File: config.mk
export PLATFORM = sky130hd
export DESIGN_NAME = id_operand_stage
export DESIGN_NICKNAME = d
export VERILOG_FILES = /design/src/rtl/id_operand_stage.sv
export SDC_FILE = /design/constraint.sdc
export NUM_CORES = 1
export LEC_CHECK = 0
export ABC_AREA = 1
export CORE_MARGIN = 2
export CORE_UTILIZATION = 39
export DETAILED_ROUTE_END_ITERATION = 6
export PLACE_DENSITY = 0.85
export SETUP_SLACK_MARGIN = 0.3
export SLEW_MARGIN = 40
export SYNTH_ARGS = -nofsm -noshare
export SYNTH_HDL_FRONTEND = slang
export SYNTH_SLANG_ARGS = --single-unit
File: constraint.sdc
create_clock -name Clk -period 1.1 [get_ports Clk]
set_input_delay 0.22 -clock Clk [delete_from_list [all_inputs] [get_ports Clk]]
set_output_delay 0.22 -clock Clk [all_outputs]
set_load 0.02 [all_outputs]
File: src/rtl/id_operand_stage.sv
// id_operand_stage: decode-stage operand fetch with EX/MEM/WB forwarding, load-use stall FSM and ID/EX register; ID_STALL_CNT_EN adds a saturating stall counter output
module id_operand_stage #(
  parameter int WIDTH    = 32,
  parameter int AW       = 5,
  parameter int LOAD_LAT = 1
) (
  input  logic             Clk,
  input  logic             Clr_n,
  input  logic             ID_valid,
  input  logic [AW-1:0]    RA_in,
  input  logic [AW-1:0]    RB_in,
  output logic [AW-1:0]    RA,
  output logic [AW-1:0]    RB,
  input  logic [WIDTH-1:0] PA,
  input  logic [WIDTH-1:0] PB,
  input  logic [AW-1:0]    EX_rd,
  input  logic             EX_we,
  input  logic             EX_load,
  input  logic [WIDTH-1:0] EX_result,
  input  logic [AW-1:0]    MEM_rd,
  input  logic             MEM_we,
  input  logic [WIDTH-1:0] MEM_data,
  input  logic [AW-1:0]    WB_rd,
  input  logic             WB_we,
  input  logic [WIDTH-1:0] WB_data,
  input  logic             Flush,
  output logic             Stall,
  output logic [WIDTH-1:0] OPA,
  output logic [WIDTH-1:0] OPB,
  output logic             OP_valid,
  output logic [1:0]       FWD_A,
  output logic [1:0]       FWD_B
`ifdef ID_STALL_CNT_EN
  ,
  output logic [15:0]      STALL_CNT
`endif
);
  typedef enum logic {RUN, HOLD} state_t;
  state_t           state_q, state_d;
  logic [2:0]       cnt_q, cnt_d;
  logic [WIDTH-1:0] opa_q, opa_d, opb_q, opb_d, val_a, val_b;
  logic             op_valid_q, op_valid_d, hazard;
  logic [1:0]       fwd_a_q, fwd_a_d, fwd_b_q, fwd_b_d, sel_a, sel_b;
  assign RA       = RA_in;
  assign RB       = RB_in;
  assign OPA      = opa_q;
  assign OPB      = opb_q;
  assign OP_valid = op_valid_q;
  assign FWD_A    = fwd_a_q;
  assign FWD_B    = fwd_b_q;
  // forward select per operand, youngest producer wins; register 0 is hard zero
  always_comb begin
    sel_a  = (RA_in == '0) ? 2'd0 :
             (EX_we && EX_rd == RA_in) ? 2'd3 :
             (MEM_we && MEM_rd == RA_in) ? 2'd2 :
             (WB_we && WB_rd == RA_in) ? 2'd1 : 2'd0;
    sel_b  = (RB_in == '0) ? 2'd0 :
             (EX_we && EX_rd == RB_in) ? 2'd3 :
             (MEM_we && MEM_rd == RB_in) ? 2'd2 :
             (WB_we && WB_rd == RB_in) ? 2'd1 : 2'd0;
    val_a  = (RA_in == '0) ? '0 : (sel_a == 2'd3) ? EX_result : (sel_a == 2'd2) ? MEM_data :
             (sel_a == 2'd1) ? WB_data : PA;
    val_b  = (RB_in == '0) ? '0 : (sel_b == 2'd3) ? EX_result : (sel_b == 2'd2) ? MEM_data :
             (sel_b == 2'd1) ? WB_data : PB;
    hazard = ID_valid && EX_we && EX_load && EX_rd != '0 && (EX_rd == RA_in || EX_rd == RB_in);
  end
  // stall FSM and ID/EX next values; anything but a clean RUN issue is a bubble
  always_comb begin
    state_d    = state_q;
    cnt_d      = cnt_q;
    Stall      = 1'b0;
    opa_d      = '0;
    opb_d      = '0;
    op_valid_d = 1'b0;
    fwd_a_d    = 2'd0;
    fwd_b_d    = 2'd0;
    if (Flush) begin
      state_d = RUN;
      cnt_d   = 3'd0;
    end else if (state_q == HOLD) begin
      Stall   = 1'b1;
      cnt_d   = cnt_q - 3'd1;
      state_d = (cnt_q == 3'd1) ? RUN : HOLD;
    end else if (hazard) begin
      Stall   = 1'b1;
      cnt_d   = 3'(LOAD_LAT - 1);
      state_d = (LOAD_LAT == 1) ? RUN : HOLD;
    end else begin
      opa_d      = val_a;
      opb_d      = val_b;
      op_valid_d = ID_valid;
      fwd_a_d    = sel_a;
      fwd_b_d    = sel_b;
    end
  end
  // pipeline and FSM state registers
  always_ff @(posedge Clk or negedge Clr_n) begin
    if (!Clr_n) begin
      state_q    <= RUN;
      cnt_q      <= 3'd0;
      opa_q      <= '0;
      opb_q      <= '0;
      op_valid_q <= 1'b0;
      fwd_a_q    <= 2'd0;
      fwd_b_q    <= 2'd0;
    end else begin
      state_q    <= state_d;
      cnt_q      <= cnt_d;
      opa_q      <= opa_d;
      opb_q      <= opb_d;
      op_valid_q <= op_valid_d;
      fwd_a_q    <= fwd_a_d;
      fwd_b_q    <= fwd_b_d;
    end
  end
`ifdef ID_STALL_CNT_EN
  logic [15:0] stall_cnt_q, stall_cnt_d;
  assign STALL_CNT = stall_cnt_q;
  // saturating count of stalled cycles, survives Flush
  always_comb stall_cnt_d = (Stall && stall_cnt_q != 16'hFFFF) ? stall_cnt_q + 16'd1 : stall_cnt_q;
  // stall counter register
  always_ff @(posedge Clk or negedge Clr_n) begin
    if (!Clr_n) stall_cnt_q <= 16'd0;
    else stall_cnt_q <= stall_cnt_d;
  end
`endif
endmodule

# Word-level counts from Yosys, hierarchy flattened
# Index checks and enable logic that the tools add are counted.
classes:
  reduce_logical: 15
  add_sub_neg: 1
  n_mux: 40
  n_eq_ne: 13
op_table:
  columns: ["operator", "count"]
  rows:
  - ["$mux 32", 14]
  - ["$eq 5x5->1", 6]
  - ["$mux 2", 12]
  - ["$mux 1", 11]
  - ["$logic_and 1x1->1", 10]
  - ["$logic_not 5->1", 2]
  - ["$mux 3", 3]
  - ["$eq 2x2->1 const B", 4]
  - ["$reduce_bool 5->1", 1]
  - ["$eq 2x1->1 const B", 2]
  - ["$eq 3x1->1 const B", 1]
  - ["$reduce_bool 3->1", 1]
  - ["$sub 3x1->3 const B", 1]
  - ["$logic_or 1x1->1", 1]
word_totals:
  out_inout_bits: 80
  input_bits: 193
  ff_bits: 73

# Logic depth before layout (Yosys ltp)
# Gate-level depths: netlist of run 1.
depth:
  word_depth: 14
  depth_mapped: 13
  ltp_nobuf: 12

# Worst setup path before layout of run 1
# Ideal clock, no wire load.
synth_timing:
  path_kind: "input -> register"
  start: "in RB_in[1]"
  end: "reg opb_q[12], in the netlist OPB[12]"
  path_slack_ps: -361
  t_arrival_ps: 1342
  path_buffers: 1
  stages: 9
  path_cell_list: "inv_1 > nand2_1 > nor4_4 > inv_2 > nand3_2 > buf_2 > nand2_1 > nand3_1 > a21oi_2"
synth_via:
  elab_chain_len: 14
  word_cells_on_any_way: 23
  classes_between: "6 x eq/ne; 11 x mux; 6 x reduce/logical"
synth_rtl:
  columns: ["item", "line", "source"]
  rows:
  - ["start: declaration", "11", "input logic [AW-1:0] RB_in,"]
  - ["$eq 5x5->1", "60", "(WB_we && WB_rd == RB_in) ? 2'd1 : 2'd0;"]
  - ["$logic_and 1x1->1", "60", null]
  - ["$mux 1", "60", null]
  - ["$mux 2", "59", "(MEM_we && MEM_rd == RB_in) ? 2'd2 :"]
  - ["$mux 2", "58", "(EX_we && EX_rd == RB_in) ? 2'd3 :"]
  - ["$mux 2", "57", "sel_b = (RB_in == '0) ? 2'd0 :"]
  - ["$eq 2x1->1", "64", "(sel_b == 2'd1) ? WB_data : PB;"]
  - ["$mux 32", "64", null]
  - ["$mux 32 (3 in series)", "63", "val_b = (RB_in == '0) ? '0 : (sel_b == 2'd3) ? EX_result : (sel_b == 2'd2) ? MEM_data :"]
  - ["$mux 32 *", "84", "end else if (hazard) begin"]
  - ["$mux 32 *", "80", "end else if (state_q == HOLD) begin"]
  - ["$mux 32 *", "77", "if (Flush) begin"]
  - ["named net opb_d[12]", "41", "logic [WIDTH-1:0] opa_q, opa_d, opb_q, opb_d, val_a, val_b;"]
  - ["end signal: assignment", "110", "opb_q <= opb_d;"]
  - ["end: declaration", "41", null]
# The timed path passes the listed nets; every way through them passes the cells marked *.
# A chain may end at the register's enable or synchronous reset.

# Worst setup path after layout of run 1
layout_timing:
  start: "in RB_in[0]"
  end: "reg opb_q[6], in the netlist OPB[6]"
# The elaborated chain is that of the path after synthesis.

==> metrics.cfg, run 1 <==
[outcome]
status=finished with violations
violations=setup timing

[timing]
setup_viol_count_final=85
fin_worst_skew_ps=5.52
setup_slack_ps=-607
max_freq_mhz=586
hold_viol=0
min_period_ps=1710
timing.setup.tns_ps=-34420
grt_setup_unrepaired=true
relSlewSlack=0.804
worstMarginPinSlew_ps=294
fin_crit_sh=1.55
maxSlewViolCount=0

[synth]
synthCells=1009
ys.flop_type=dfrtp_1
syn_nets=1204
synth.top_cells.by_area=dfrtp_1 30%, nand2_1 21%, inv_1 14%, nand3_1 12%, a21oi_1 4.7%
synthXorXnorAreaFrac=0.0102
synth_enable_flop_cells=0
synth_fa_ha_area_frac=0.00416
synth_mux_area_frac=0
yosysWarnings=0
synth_top_area_cell=dfrtp_1
synth_seq_cells=73
syn_avg_cell_area_um2=5.95
synth-simple-area-share=0.412
async_flop_share=1.00
ys_types=31
synth_sequential_area_ratio=0.304
syn-cell-area_um2=6010
synth_top_area_share=0.304
synth_top_family_by_area=simple AND/OR/NAND/NOR gates
synth-compound-area-share=0.0668

[cells_and_area]
area_delta_synth_final_pct=108
mostFrequentLayoutCells=251 x nand2_1, 196 x inv_1, 162 x clkdlybuf4s50_1, 134 x buf_6, 83 x nand3_1
fin_nets=1581
drive_gt1_frac=0.396
final_common_cell=nand2_1
n_antenna_cell=0
fin_area_um2=12500

[setup_path]
cp.arrival_ps=1950
r2r_slack_ps=-400
crit_path_end=OPB[6]$_DFF_PN0_
cp.required_ps=1340
ff2ff_path_depth=7
path_max_fanout=16
path_class=in2reg
r2r_end=OPB[26]$_DFF_PN0_
critPathLaunch=RB_in[0]
cp-end-kind=flip-flop
critPathLaunchType=input pin
crit-reg2reg-launch=state_q$_DFF_PN0_

[die]
dieArea_um2=16400
ios=273
die_height_um=128
core-area_um2=15100
die_w_um=128
rows=45
initial_core_util=0.397

[detailed_routing]
viasPerCell=5.65
firstDrtPassIters=6
drt_iter0_markers=1116
ant_nets=0
wl_per_cell_um=20.7
route.final.wire_length_um=32700
drcViolationCount=0
via_count=8915

[place]
routabilityCongestion=0.902
dp_hpwl_um=17700
dpl_cell_area_um2=9610
portBuffers=272

[cts]
cts_made_buffers=9
cts.clk_slew.worst_paths_ps=60
insertion_delay_ps=350
clockRootBuffer=clkbuf_16
htreeDepth=3
cts_sinks=73
cts_tree=built
cts_buffer_depth=2

[global_route]
grt_pass1_vias=8662
grt_max_degree=74
globalRouteTotalUtil=0.354
grt_pass1_wl_um=44900
antenna_found_initial=0
grt-ovfl-total=0

[job]
maxCapViolations=0

[power]
leakage_nw=6.40
power.density_nw_per_um2=795
max-vdd-ir-drop_mv=0.723

[worst_hold_path]
hp-class=in2async

## worst min-delay path by stage
stage | to | slack [ps] | cells after the start
after floorplan | FWD_A[0]$_DFF_PN0_ | -80 | 0
after global placement | OPB[12]$_DFF_PN0_ | 270 | 2
after detailed placement | OPA[14]$_DFF_PN0_ | 270 | 2
after CTS | state_q$_DFF_PN0_ | 410 | 4
after global routing | OPA[10]$_DFF_PN0_ | 470 | 3
final | OPA[10]$_DFF_PN0_ | 440 | 3
## routing by layer
metal  vias to the layer above  wire [um]  track usage
li1                       3816          -            -
met1                      4086      11300        0.418
met2                       779      15700        0.600
met3                       234       3560       0.0726
met4                         0       2120        0.200
met5                         -          0            0
## state kept, by name, indices dropped and copies added, names as in the netlist
signal and flops:
OPA 32, OP_valid 1, FWD_B 2, state_q 1, FWD_A 2, OPB 32, cnt_q 3
## critical path, stage by stage
cell and delay (ps):
buf_6 100, buf_6 110, buf_6 110, nand2_1 50
nand2_1 50, nor2_2 100, buf_4 130, nand4_4 160
buf_12 180, nor2_4 140, buf_4 140, buf_8 160
nand2_1 90, nand2_1 130, a21oi_2 50
## metrics by stage
stage               cells   util  hold slack [ps]  total power, mW  setup slack, ps
global route         1579  0.824              465             10.2             -690
CTS                  1570  0.772              407             9.44             -553
detailed placement   1487  0.635              271             5.77            -1270
global placement     1487  0.635              270             5.74            -1240
finish               1579  0.824              441             9.92             -607
floorplan            1009      -            -75.6             4.13             -352
## kinds of logic after synthesis
logic type | after synthesis
simple gates | 558
buf+inv | 295
compound gates | 74
flops | 73
xor+xnor | 7
fa+ha+maj | 2
## where the power goes
| group | internal [mW] | switching [mW] |
|---|---|---|
| Clock | 1.95 | 1.26 |
| Combinational | 1.92 | 1.81 |
| Sequential | 2.87 | 0.109 |
## cells in the mapped netlist, drive strengths merged, types with 2 or more instances
cell type,number
nand2,342
dfrtp,73
nor3,2
o21ai,8
nand4,38
o22ai,2
nand3,140
a21oi,63
buf,56
xor2,3
ha,2
xnor2,4
nor2,34
inv,230
clkbuf,8
## cell type report
type	instances	area, um2
repair buffers	430	5060
multi-input cells	641	4140
fillers	861	2670
flip-flops and latches	73	1830
inverters	231	901
clock buffers	14	274
well taps	188	235
clock inverters	2	35.0
## timing repair
action,in CTS,in global routing
endpoints found under the setup margin,153,223
hold buffers,1,0
setup buffers,47,8
cloned,19,1
gates resized for setup,795,176
endpoints found under the hold margin,73,0
pin swaps,90,75
(Power assumes the default switching activity.)
==> run 2, diff against run 1 <==
- clock period: 1.1 -> 1.5 ns (I/O delays scaled with it)
==> metrics.cfg, run 2 (same netlist as run 1, synthesis figures left out) <==
[outcome]
status=finished with violations  ; unchanged
violations=setup timing  ; unchanged

[cells_and_area]
utilization=0.800  ; was 0.824
fin_nets=1569  ; was 1,581
area_delta_synth_final_pct=102  ; was 108%
fin_area_um2=12100  ; was 12,500 um2
mostFrequentLayoutCells=274 x nand2_1, 198 x inv_1, 163 x clkdlybuf4s50_1, 93 x nand3_2, 73 x dfrtp_1  ; was 251 x nand2_1, 196 x inv_1, 162 x clkdlybuf4s50_1, 134 x buf_6, 83 x nand3_1
final_common_cell=nand2_1  ; unchanged
drive_gt1_frac=0.399  ; was 0.396
n_fill_cell=895  ; was 861

[setup_path]
critPathSlowestCell=nor3_4  ; was buf_12
path_cells=buf_6 -> buf_6 -> buf_6 -> nand2_2 -> nand2_2 -> nor2_4 -> nand2_2 -> buf_6 -> nor3_4 -> buf_6 -> buf_6 -> buf_16 -> nand3_2 -> nand2_1 -> inv_1 -> a21oi_2  ; was buf_6 -> buf_6 -> buf_6 -> nand2_1 -> nand2_1 -> nor2_2 -> buf_4 -> nand4_4 -> buf_12 -> nor2_4 -> buf_4 -> buf_8 -> nand2_1 -> nand2_1 -> a21oi_2
ff2ff_path_depth=8  ; was 7
slowest_delay_ps=210  ; was 180 ps
cp.arrival_ps=2050  ; was 1950 ps
path_common_cell=buf_6  ; was nand2_1
path_class=in2reg  ; unchanged
crit-reg2reg-launch=state_q$_DFF_PN0_  ; unchanged
cp.required_ps=1800  ; was 1340 ps
r2r_slack_ps=0  ; was -400 ps
critPathLaunchType=input pin  ; unchanged
r2r_end=OPB[0]$_DFF_PN0_  ; was OPB[26]$_DFF_PN0_
cp-end-kind=flip-flop  ; unchanged
path_max_fanout=6  ; was 16

[timing]
setup_slack_ps=-250  ; was -607 ps
fin_worst_skew_ps=10.2  ; was 5.52 ps
worstMarginPinSlew_ps=430  ; was 294 ps
min_period_ps=1750
timing.setup.tns_ps=-10880  ; was -34,420 ps
hold_viol=0  ; unchanged
setup_viol_count_final=68  ; was 85
grt_setup_unrepaired=true  ; unchanged
maxSlewViolCount=0  ; unchanged
relSlewSlack=0.714  ; was 0.804
holdWs_ps=509  ; was 441 ps
fin_crit_sh=1.17
max_freq_mhz=572

[cts]
htreeDepth=3  ; unchanged
cts_tree=built  ; unchanged
cts_buffer_depth=2  ; unchanged
clockRootBuffer=clkbuf_16  ; unchanged
insertion_delay_ps=360  ; was 350 ps
cts_sinks=73  ; unchanged
cts_made_buffers=9  ; unchanged
cts.clk_slew.worst_paths_ps=70  ; was 60 ps

[place]
routabilityCongestion=0.899  ; was 0.902
dp_hpwl_um=17500  ; was 17,700 um
dpl_cell_area_um2=9570  ; was 9610 um2
pre_cts_ws_ps=-1020  ; was -1270 ps
portBuffers=272  ; unchanged

[power]
internal_power_mw=4.55  ; was 6.74 mW
leakage_nw=6.29  ; was 6.40 nW
switchingPower_mw=2.32  ; was 3.18 mW
max-vdd-ir-drop_mv=0.615  ; was 0.723 mV
pwr-share-seq=0.313  ; was 0.301
sw_frac_of_total=0.338  ; was 0.321
comb_power_share=0.377  ; about the same
p_clk_frac=0.310  ; was 0.323
power.density_nw_per_um2=567  ; was 795 nW/um2

[detailed_routing]
via_count=8925  ; was 8,915
drcViolationCount=0  ; unchanged
drt_iter0_markers=1025  ; was 1,116
ant_nets=0  ; unchanged
route.final.wire_length_um=32800  ; was 32,700 um
firstDrtPassIters=6  ; unchanged
viasPerCell=5.70  ; was 5.65
wl_per_cell_um=21.0  ; was 20.7 um

[global_route]
grt-ovfl-total=0  ; unchanged
globalRouteTotalUtil=0.357  ; was 0.354
antenna_found_initial=1  ; was 0
grt_max_degree=74  ; unchanged
grt_pass1_wl_um=45300  ; was 44,900 um
grt_pass1_vias=8622  ; was 8,662

[job]
maxCapViolations=0  ; unchanged

[die]
initial_core_util=0.397  ; unchanged
dieArea_um2=16400  ; unchanged
die_height_um=128  ; unchanged
rows=45  ; unchanged
core-area_um2=15100  ; unchanged
ios=273  ; unchanged
die_w_um=128  ; unchanged

[worst_hold_path]
hp-class=in2async  ; unchanged

## run 2: how the worst max path moves through the flow
stage                         from                 to  slack [ps]  cells after the start
after floorplan           RB_in[0]  OPB[21]$_DFF_PN0_         -30                      9
after global placement    RA_in[0]              Stall       -1000                     11
after detailed placement  RA_in[0]              Stall       -1020                     11
after CTS                 RB_in[0]  OPB[25]$_DFF_PN0_        -150                     16
after global routing      RB_in[0]  OPB[22]$_DFF_PN0_        -300                     16
final                     RB_in[0]  OPB[18]$_DFF_PN0_        -250                     16
## run 2: area by class of cell
class / instances / area, um2 / area share
sequential: 73 / 1830 / 0.151
tap: 188 / 235 / 0.0194
antenna: 1 / 2.50 / 0.000206
multi-input combinational: 641 / 4300 / 0.355
inverter: 231 / 923 / 0.0762
timing repair buffer: 418 / 4570 / 0.377
clock buffer: 14 / 264 / 0.0218
## run 2: repair_timing
action                                  in CTS  in global routing
endpoints found under the setup margin     152                 91
setup buffers                               32                  9
cloned                                      19                  7
pin swaps                                   88                 77
hold buffers                                 1                  0
endpoints found under the hold margin       40                  0
resized for setup                          632                196
## run 2: per-stage QoR
step	power [mW]	cells
2_1_floorplan	3.03	1009
3_3_place_gp	4.19	1483
3_5_place_dp	4.22	1483
4_1_cts	6.46	1549
5_1_grt	7.08	1566
6_report	6.88	1566
## run 2: routing by layer
layer / vias to the layer above / track usage / share of wire
met5: - / 0 / 0
met1: 4087 / 0.430 / 0.35
li1: 3806 / - / -
met4: 0 / 0.185 / 0.067
met2: 794 / 0.600 / 0.46
met3: 238 / 0.0780 / 0.12
## run 2: power groups by stage
stage | Clock [mW] | Combinational [mW] | Sequential (mW)
2_1_floorplan | 0 | 0.672 | 2.36
3_3_place_gp | 0 | 2.01 | 2.18
3_5_place_dp | 0 | 2.04 | 2.18
4_1_cts | 2.06 | 2.26 | 2.15
5_1_grt | 2.19 | 2.73 | 2.16
6_report | 2.13 | 2.59 | 2.16
## run 2: critical path: cells and delay by family
family                 cells  cell delay, ps
buffers and inverters      8             980
and+or+nand+nor            7             660
AOI/OAI and AO/OA          1             100
==> run 3, diff against run 2 <==
- CTS_BUF_LIST: default -> sky130_fd_sc_hd__clkbuf_8
- REMOVE_ABC_BUFFERS: default -> 1
==> metrics.cfg, run 3 (same netlist as run 1, synthesis figures left out) <==
[die]
core-area_um2=15100  ; unchanged
initial_core_util=0.397  ; unchanged
die_w_um=128  ; unchanged
dieArea_um2=16400  ; unchanged
rows=45  ; unchanged
die_height_um=128  ; unchanged
ios=273  ; unchanged

[cells_and_area]
mostFrequentLayoutCells=233 x nand2_1, 202 x inv_1, 163 x clkdlybuf4s50_1, 139 x buf_6, 81 x nand3_2  ; was 274 x nand2_1, 198 x inv_1, 163 x clkdlybuf4s50_1, 93 x nand3_2, 73 x dfrtp_1
fin_area_um2=12800  ; was 12,100 um2
fin_nets=1591  ; was 1,569
area_delta_synth_final_pct=113  ; was 102%
utilization=0.843  ; was 0.800
final_common_cell=nand2_1  ; unchanged
n_fill_cell=823  ; was 895
fin_cells=1590  ; was 1,566
drive_gt1_frac=0.426  ; was 0.399

[detailed_routing]
firstDrtPassIters=7  ; was 6
ant_nets=0  ; unchanged
drt_iter0_markers=1052  ; was 1,025
drcViolationCount=2  ; was 0
route.final.wire_length_um=35200  ; was 32,800 um
via_count=8993  ; was 8,925
wl_per_cell_um=22.1  ; was 21.0 um
viasPerCell=5.66  ; was 5.70

[power]
sw_frac_of_total=0.342  ; was 0.338
power.density_nw_per_um2=543  ; was 567 nW/um2
max-vdd-ir-drop_mv=0.425  ; was 0.615 mV
comb_power_share=0.409  ; was 0.377
total_power_mw=6.93  ; was 6.88 mW
internal_power_mw=4.57  ; was 4.55 mW
leakage_nw=6.51  ; was 6.29 nW
switchingPower_mw=2.37  ; was 2.32 mW
pwr-share-seq=0.314  ; was 0.313
p_clk_frac=0.277  ; was 0.310

[setup_path]
critPathTopFamily=buffers and inverters  ; unchanged
slowest_delay_ps=170  ; was 210 ps
crit-reg2reg-launch=state_q$_DFF_PN0_  ; unchanged
r2r_end=OPA[13]$_DFF_PN0_  ; was OPB[0]$_DFF_PN0_
path_cells=buf_8 -> buf_6 -> buf_4 -> nor3_4 -> nand3_1 -> nand4_1 -> inv_1 -> nand2_2 -> buf_6 -> nand2_8 -> nor2_4 -> buf_6 -> buf_6 -> buf_16 -> nand2_4 -> a21oi_2  ; was buf_6 -> buf_6 -> buf_6 -> nand2_2 -> nand2_2 -> nor2_4 -> nand2_2 -> buf_6 -> nor3_4 -> buf_6 -> buf_6 -> buf_16 -> nand3_2 -> nand2_1 -> inv_1 -> a21oi_2
path_max_fanout=8  ; was 6
ff2ff_path_depth=8  ; unchanged
path_class=in2reg  ; unchanged
cp-end-kind=flip-flop  ; unchanged
critPathSlowestCell=nor2_4  ; was nor3_4
crit_buf_inv=8  ; unchanged
path_common_cell=buf_6  ; unchanged
cp.required_ps=1810  ; was 1800 ps
cp.arrival_ps=1980  ; was 2050 ps
critPathLaunchType=input pin  ; unchanged
r2r_slack_ps=-50  ; was 0 ps

[outcome]
status=finished with violations  ; unchanged
violations=DRC, setup timing  ; was setup timing

[timing]
setup_slack_ps=-170  ; was -250 ps
min_period_ps=1670  ; was 1750 ps
fin_worst_skew_ps=11.8  ; was 10.2 ps
hold_viol=0  ; unchanged
grt_setup_unrepaired=true  ; unchanged
worstMarginPinSlew_ps=376  ; was 430 ps
maxSlewViolCount=0  ; unchanged
relSlewSlack=0.749  ; was 0.714
max_freq_mhz=599  ; was 572 MHz
fin_crit_sh=1.11  ; was 1.17
setup_viol_count_final=68  ; unchanged

[global_route]
grt_max_degree=40  ; was 74
globalRouteTotalUtil=0.373  ; was 0.357
grt_pass1_wl_um=47200  ; was 45,300 um
antenna_found_initial=1  ; unchanged
grt-ovfl-total=0  ; unchanged
grt_pass1_vias=8829  ; was 8,622

[place]
portBuffers=272  ; unchanged
dp_hpwl_um=18100  ; was 17,500 um
place_inst=1490  ; was 1,483
dpl_cell_area_um2=9420  ; was 9570 um2
routabilityCongestion=0.870  ; was 0.899

[cts]
cts.clk_slew.worst_paths_ps=90  ; was 70 ps
cts_sinks=73  ; unchanged
htreeDepth=3  ; unchanged
insertion_delay_ps=380  ; was 360 ps
cts_buffer_depth=2  ; unchanged
clockRootBuffer=clkbuf_8  ; was clkbuf_16
cts_made_buffers=9  ; unchanged
cts_tree=built  ; unchanged

[worst_hold_path]
hp-class=in2async  ; unchanged

[job]
maxCapViolations=0  ; unchanged

run 3: cell count changes in the layout (fill, tap and decap cells not counted), moves of 4 or more:
| cell | delta |
|---|---|
| buf_6 | +83 |
| nand3_4 | -5 |
| nand2_1 | -41 |
| clkdlybuf4s15_1 | -5 |
| buf_12 | -4 |
| clkbuf_8 | +9 |
| buf_4 | -4 |
| inv_1 | +4 |
| nand3_1 | +17 |
| nand2_2 | +8 |
| nand2_4 | +34 |
| clkbuf_16 | -12 |
| buf_2 | -50 |
| nand3_2 | -12 |
run 3: final cells by class:
type | count | area (um2) | share of cell area
repair buffers | 440 | 5150 | 0.403
multi-input cells | 641 | 4430 | 0.347
flip-flops and latches | 73 | 1830 | 0.143
inverters | 231 | 900 | 0.0705
well taps | 188 | 235 | 0.0184
clock buffers | 11 | 151 | 0.0119
clock inverters | 5 | 77.6 | 0.00608
diodes | 1 | 2.50 | 0.000196
run 3: worst max-delay path by stage:
| stage | start | endpoint | slack (ps) | cells after the start |
|---|---|---|---|---|
| after floorplan | RA_in[1] | OPA[23]$_DFF_PN0_ | -1340 | 10 |
| after global placement | EX_rd[3] | Stall | -1020 | 10 |
| after detailed placement | EX_rd[3] | Stall | -1010 | 10 |
| after CTS | EX_rd[2] | Stall | -110 | 10 |
| after global routing | EX_rd[2] | OPA[13]$_DFF_PN0_ | -250 | 16 |
| final | EX_rd[2] | OPA[13]$_DFF_PN0_ | -170 | 16 |
run 3: stage by stage:
step / TNS, ps / setup slack (ps) / hold slack [ps]
after floorplan: -71050 / -1340 / 4.41
after global placement: -60630 / -1020 / 239
after detailed placement: -62680 / -1010 / 233
after CTS: -3090 / -107 / 391
after global routing: -10550 / -253 / 404
final: -6520 / -170 / 380
run 3: power by group through the flow:
stage               clock network (mW)  logic, mW  registers, mW
global route                      1.99       2.96           2.19
global placement                     0       1.99           2.18
floorplan                            0      0.550           2.36
finish                            1.92       2.83           2.18
detailed placement                   0       2.00           2.18
CTS                               1.86       2.47           2.14
run 3: metal layers:
metal	up-vias	routed length [um]	GRT usage
met1	4100	12200	0.441
met2	786	16400	0.623
met4	0	2770	0.218
met3	270	3810	0.0810
li1	3837	-	-
met5	-	0	0
run 3: timing repair:
action                                  in CTS  in global routing
pin swaps                                  119                 54
endpoints found under the setup margin     152                137
endpoints found under the hold margin       21                  0
hold buffers                                 1                  0
gates resized for setup                    829                237
gates cloned                                24                  4
buffers inserted                            44                 10
